===== src/rtl/multicycle_ctrl.sv =====
`default_nettype none
// ============================================================================
// Module   : multicycle_ctrl
// Purpose  : Main control FSM for the multicycle RV32I core. Sequences
//            fetch / decode / execute / memory / writeback by driving the
//            datapath enables and mux selects every cycle. It also decodes
//            the ALU operation and immediate format, and traps unsupported
//            opcodes.
// Ports    : clk, rst_n (synchronous, active-low)
//            op, funct3, funct7b5 : decoded instruction fields
//            zero                 : ALU result == 0
//            pc_write, adr_src, mem_write, ir_write, result_src,
//            alu_src_a, alu_src_b, alu_control, imm_src, reg_write
//                                 : datapath controls
//            illegal              : sticky unsupported-opcode flag
//            state                : current FSM state (debug)
// Options  : MULTICYCLE_CTRL_BNE_EN - the BEQ state also resolves bne
//            (funct3 = 001, taken when zero = 0).
// Revision : 1.0 - initial release
// ============================================================================
module multicycle_ctrl #(
    parameter int STATE_W = 4
) (
    input  logic               clk,
    input  logic               rst_n,
    input  logic [6:0]         op,
    input  logic [2:0]         funct3,
    input  logic               funct7b5,
    input  logic               zero,
    output logic               pc_write,
    output logic               adr_src,
    output logic               mem_write,
    output logic               ir_write,
    output logic [1:0]         result_src,
    output logic [1:0]         alu_src_a,
    output logic [1:0]         alu_src_b,
    output logic [2:0]         alu_control,
    output logic [1:0]         imm_src,
    output logic               reg_write,
    output logic               illegal,
    output logic [STATE_W-1:0] state
);

    typedef enum logic [3:0] {
        FETCH    = 4'd0,
        DECODE   = 4'd1,
        MEMADR   = 4'd2,
        MEMREAD  = 4'd3,
        MEMWB    = 4'd4,
        MEMWRITE = 4'd5,
        EXECR    = 4'd6,
        EXECI    = 4'd7,
        ALUWB    = 4'd8,
        BEQ      = 4'd9,
        JAL      = 4'd10,
        ILLEGAL  = 4'd15
    } state_t;

    localparam logic [2:0] c_alu_add = 3'b000;
    localparam logic [2:0] c_alu_sub = 3'b001;
    localparam logic [2:0] c_alu_and = 3'b010;
    localparam logic [2:0] c_alu_or  = 3'b011;
    localparam logic [2:0] c_alu_slt = 3'b101;

    state_t     r_state;
    state_t     w_state_next;
    logic       r_illegal;
    logic       w_pc_write;
    logic       w_mem_write;
    logic       w_ir_write;
    logic       w_reg_write;
    logic [2:0] w_funct_alu;
    logic       w_branch_taken;

    // ------------------------------------------------------------------
    // State register and sticky illegal flag
    // ------------------------------------------------------------------
    always_ff @(posedge clk) begin
        if (!rst_n) begin
            r_state   <= FETCH;
            r_illegal <= 1'b0;
        end else begin
            r_state <= w_state_next;
            if (w_state_next == ILLEGAL) begin
                r_illegal <= 1'b1;
            end
        end
    end

    // ------------------------------------------------------------------
    // ALU operation for R/I arithmetic. op[5] distinguishes R-type from
    // I-type so that addi with instr[30]=1 is never treated as a subtract.
    // ------------------------------------------------------------------
    always_comb begin
        case (funct3)
            3'b000:  w_funct_alu = (funct7b5 & op[5]) ? c_alu_sub : c_alu_add;
            3'b010:  w_funct_alu = c_alu_slt;
            3'b110:  w_funct_alu = c_alu_or;
            3'b111:  w_funct_alu = c_alu_and;
            default: w_funct_alu = c_alu_add;
        endcase
    end

`ifdef MULTICYCLE_CTRL_BNE_EN
    assign w_branch_taken = ((funct3 == 3'b000) &  zero) |
                            ((funct3 == 3'b001) & ~zero);
`else
    assign w_branch_taken = (funct3 == 3'b000) & zero;
`endif

    // ------------------------------------------------------------------
    // Next-state and per-state datapath controls
    // ------------------------------------------------------------------
    always_comb begin
        w_state_next = FETCH;
        w_pc_write   = 1'b0;
        adr_src      = 1'b0;
        w_mem_write  = 1'b0;
        w_ir_write   = 1'b0;
        result_src   = 2'b00;
        alu_src_a    = 2'b00;
        alu_src_b    = 2'b00;
        alu_control  = c_alu_add;
        imm_src      = 2'b00;
        w_reg_write  = 1'b0;

        case (r_state)
            FETCH: begin
                w_ir_write   = 1'b1;
                alu_src_b    = 2'b10;
                result_src   = 2'b10;
                w_pc_write   = 1'b1;
                w_state_next = DECODE;
            end
            DECODE: begin
                // Precompute the branch target while the opcode is decoded.
                alu_src_a = 2'b01;
                alu_src_b = 2'b01;
                imm_src   = 2'b10;
                case (op)
                    7'b0000011,
                    7'b0100011: w_state_next = MEMADR;
                    7'b0110011: w_state_next = EXECR;
                    7'b0010011: w_state_next = EXECI;
                    7'b1100011: w_state_next = BEQ;
                    7'b1101111: w_state_next = JAL;
                    default:    w_state_next = ILLEGAL;
                endcase
            end
            MEMADR: begin
                alu_src_a    = 2'b10;
                alu_src_b    = 2'b01;
                imm_src      = op[5] ? 2'b01 : 2'b00;
                w_state_next = op[5] ? MEMWRITE : MEMREAD;
            end
            MEMREAD: begin
                adr_src      = 1'b1;
                w_state_next = MEMWB;
            end
            MEMWB: begin
                result_src   = 2'b01;
                w_reg_write  = 1'b1;
                w_state_next = FETCH;
            end
            MEMWRITE: begin
                adr_src      = 1'b1;
                w_mem_write  = 1'b1;
                w_state_next = FETCH;
            end
            EXECR: begin
                alu_src_a    = 2'b10;
                alu_control  = w_funct_alu;
                w_state_next = ALUWB;
            end
            EXECI: begin
                alu_src_a    = 2'b10;
                alu_src_b    = 2'b01;
                alu_control  = w_funct_alu;
                w_state_next = ALUWB;
            end
            ALUWB: begin
                w_reg_write  = 1'b1;
                w_state_next = FETCH;
            end
            BEQ: begin
                alu_src_a    = 2'b10;
                alu_control  = c_alu_sub;
                w_pc_write   = w_branch_taken;
                w_state_next = FETCH;
            end
            JAL: begin
                // ALU forms the link value OldPC+4; ALUWB writes it back.
                alu_src_a    = 2'b01;
                alu_src_b    = 2'b10;
                w_pc_write   = 1'b1;
                imm_src      = 2'b11;
                w_state_next = ALUWB;
            end
            ILLEGAL: begin
                w_state_next = ILLEGAL;
            end
            default: begin
                w_state_next = FETCH;
            end
        endcase
    end

    // Write enables are masked during reset so no state is disturbed
    // while the FSM is still being initialised.
    assign pc_write  = rst_n & w_pc_write;
    assign mem_write = rst_n & w_mem_write;
    assign ir_write  = rst_n & w_ir_write;
    assign reg_write = rst_n & w_reg_write;
    assign illegal   = r_illegal;
    assign state     = STATE_W'(r_state);

endmodule
`default_nettype wire

===== config.mk =====
export PLATFORM = sky130hd
export DESIGN_NAME = multicycle_ctrl
export DESIGN_NICKNAME = d
export VERILOG_FILES = /design/src/rtl/multicycle_ctrl.sv
export SDC_FILE = /design/constraint.sdc
export NUM_CORES = 1
export LEC_CHECK = 0
export BUFFER_PORTS_ARGS = -buffer_cell sky130_fd_sc_hd__buf_2
export CORE_MARGIN = 2
export CORE_UTILIZATION = 35
export DETAILED_ROUTE_END_ITERATION = 8
export PLACE_DENSITY = 0.66
export SLEW_MARGIN = 5
export SYNTH_ARGS = -nofsm -noshare
export SYNTH_HDL_FRONTEND = slang
export SYNTH_SLANG_ARGS = --single-unit

===== constraint.sdc =====
create_clock -name clk -period 2.4 [get_ports clk]
set_input_delay 0.36 -clock clk [delete_from_list [all_inputs] [get_ports clk]]
set_output_delay 0.36 -clock clk [all_outputs]
set_load 0.05 [all_outputs]

==> key figures <==
Critical path
  – Required time of the critical path: 2.04 ns
  – Worst EP arrival: 1.80 ns
  – CP Launch Point: state[0]
  – Worst Path Max Fanout: 15
  – Critical path type: reg2out
  – R2r startpoint: state[2]
  – CP Capture Type: output port
  – Crit start category: register

Timing
  – Max Slew Vio Count: 0
  – Final period util: 90.0%
  – FMAX: 463 MHz
  – Layout Skew: 0.00416 ns
  – Min cycle time layout: 2.16 ns
  – Setup TNS: 0 ns
  – Relative slew margins: 58.3%
  – Final setup viols: 0
  – Hold WS: 0.412 ns
  – RSZ-0062 raised after global routing: no
  – Fin. Hold Viols: 0
  – Worst-Margin Slew: 0.625 ns

Floorplan
  – Total Die Area: 2130 sq um
  – Ports: 35
  – Placement Rows: 15
  – Chip height: 46.1 um
  – Initial Util: 36.7%
  – Die width: 46.1 um
  – Core area: 1690 sq um

Global route
  – Initial antenna violation count: 0
  – Tot GR Track Use: 17.6%
  – Total gr overflow: 0
  – First-pass GRT wire length: 2.64 mm
  – Vias in the first global route: 609
  – Pin count of the biggest net entering global routing: 20

Clock network
  – Post-cts sizing count: 0
  – Post-CTS setup buffers: 0
  – Reg clk slew, reported paths: 0.04 ns
  – H-tree lvl count: 1
  – Max clock buf depth: 2
  – Clock Root Buffer: clkbuf_4
  – # clock sinks: 5
  – Cts hold-fix bufs: 0
  – Worst-Skew Late Latency: 0.25 ns
  – TritonCTS clock tree: yes
  – Num CTS Buffers: 3

Min path
  – HP Start: rst_n
  – Worst min path class: in2reg

Logic synthesis
  – Post-synth ARST share: 0%
  – Area leader, netlist: dfxtp_1
  – Synth area leaders: dfxtp_1, nand2_1, nor3_1
  – Cell count after synthesis: 90
  – Post-synth cell types: 43
  – Net Count, Synth: 104
  – Synthesized area: 621 sq um
  – Seq/Total Area, Yosys: 16.1%
  – Yosys warning count: 0
  – Top cell type's share of synthesized area: 16.1%
  – Number of enable flip-flop cells after synthesis: 0
  – Syn avg cell area: 6.90 sq um
  – Prevailing post-synth register cell: dfxtp_1
  – FF+latch count, synth: 5

Route
  – WL/cell: 12.4 um
  – DRC Markers: 0
  – Initial detailed-routing violation count: 22
  – Post-route ant nets: 0
  – Routed WL: 1.72 mm
  – Drt first pass iters: 4
  – Vias per inst: 5.53
  – Via Count: 768

Placement
  – HPWL Detailed: 1.29 mm
  – Gpl congestion: 0.851
  – PortBufs: 34

Run status
  – Status: complete, no violations

Final layout
  – Share of cells above drive strength 1: 38.5%
  – Most frequent cells in the layout: buf_2, nand2_1, nor2_1
  – Fin nets: 137
  – Syn-to-layout area delta: 32.3%
  – Commonest non-fill, non-tap cell in the layout: buf_2
  – Antenna Cells: 0

Run
  – Max-Cap Viols: 0
cells by family (layout without fill, tap and decap cells):
kind of cell              after synthesis  after routing  synth area share, %
AOI/OAI and AO/OA                      23             23                 26.8
xor gates and xnor gates                4              4                 5.65
buffers and inverters                  12             44                 11.7
DFF                                     5              5                 16.1
muxes                                   1              1                 1.61
and+or+nand+nor                        45             45                 38.1
cell type report:
class / count / area (sq um)
clock buffer: 4 / 26.3
fill: 174 / 868
inverter: 3 / 11.3
multi-input combinational: 73 / 469
sequential: 5 / 100
tap: 17 / 21.3
timing repair buffer: 37 / 193
metal layers:
metal	up-vias	routed length, um	global-route usage (%)
met4	0	48	12.0
met2	40	733	27.2
met1	326	793	22.1
li1	397	-	-
met5	-	0	0
met3	5	147	2.75
path summary, 6_finish.rpt:
kind / to / slack (ns) / cells past startpoint
hold reg to reg: illegal / 0.51 / 2
setup / recovery: pc_write / 0.24 / 5
setup reg to reg: illegal / 0.88 / 4
hold / removal: state[0] / 0.41 / 2
worst max-delay path: stages, from the launching register on:
cell,delay [ns]
dfxtp_1,0.59
nand4b_1,0.14
o32a_1,0.30
o21ai_1,0.11
and3b_1,0.16
buf_2,0.26
cell usage after synthesis (2+ instances only):
| cell | instances |
|---|---|
| buf_2 | 4 |
| xor2_1 | 3 |
| nand2_1 | 9 |
| nor3_1 | 6 |
| and3_1 | 4 |
| a21oi_1 | 3 |
| nor2b_1 | 2 |
| nor2_1 | 7 |
| nand3_1 | 5 |
| buf_4 | 4 |
| dfxtp_1 | 5 |
| inv_1 | 2 |
| o2111ai_1 | 2 |
| nand2b_1 | 3 |
| o21ai_0 | 3 |
flip-flops by register name, indices dropped and copies added, names as in the netlist:
register,cells
state,4
illegal,1
stage by stage:
stage	setup WS (ns)	cell area [sq um]	utilization [%]	std cells
after global routing	0.0946	821	48.6	139
after global placement	0.537	795	47.0	135
final	0.240	821	48.6	139
after detailed placement	0.507	795	47.0	135
after floorplan	-0.154	642	-	90
after CTS	0.241	821	48.6	139
Power is left out: the tool's default activity adds up to more than one toggle a clock period on the data nets, which glitch-free logic cannot reach.
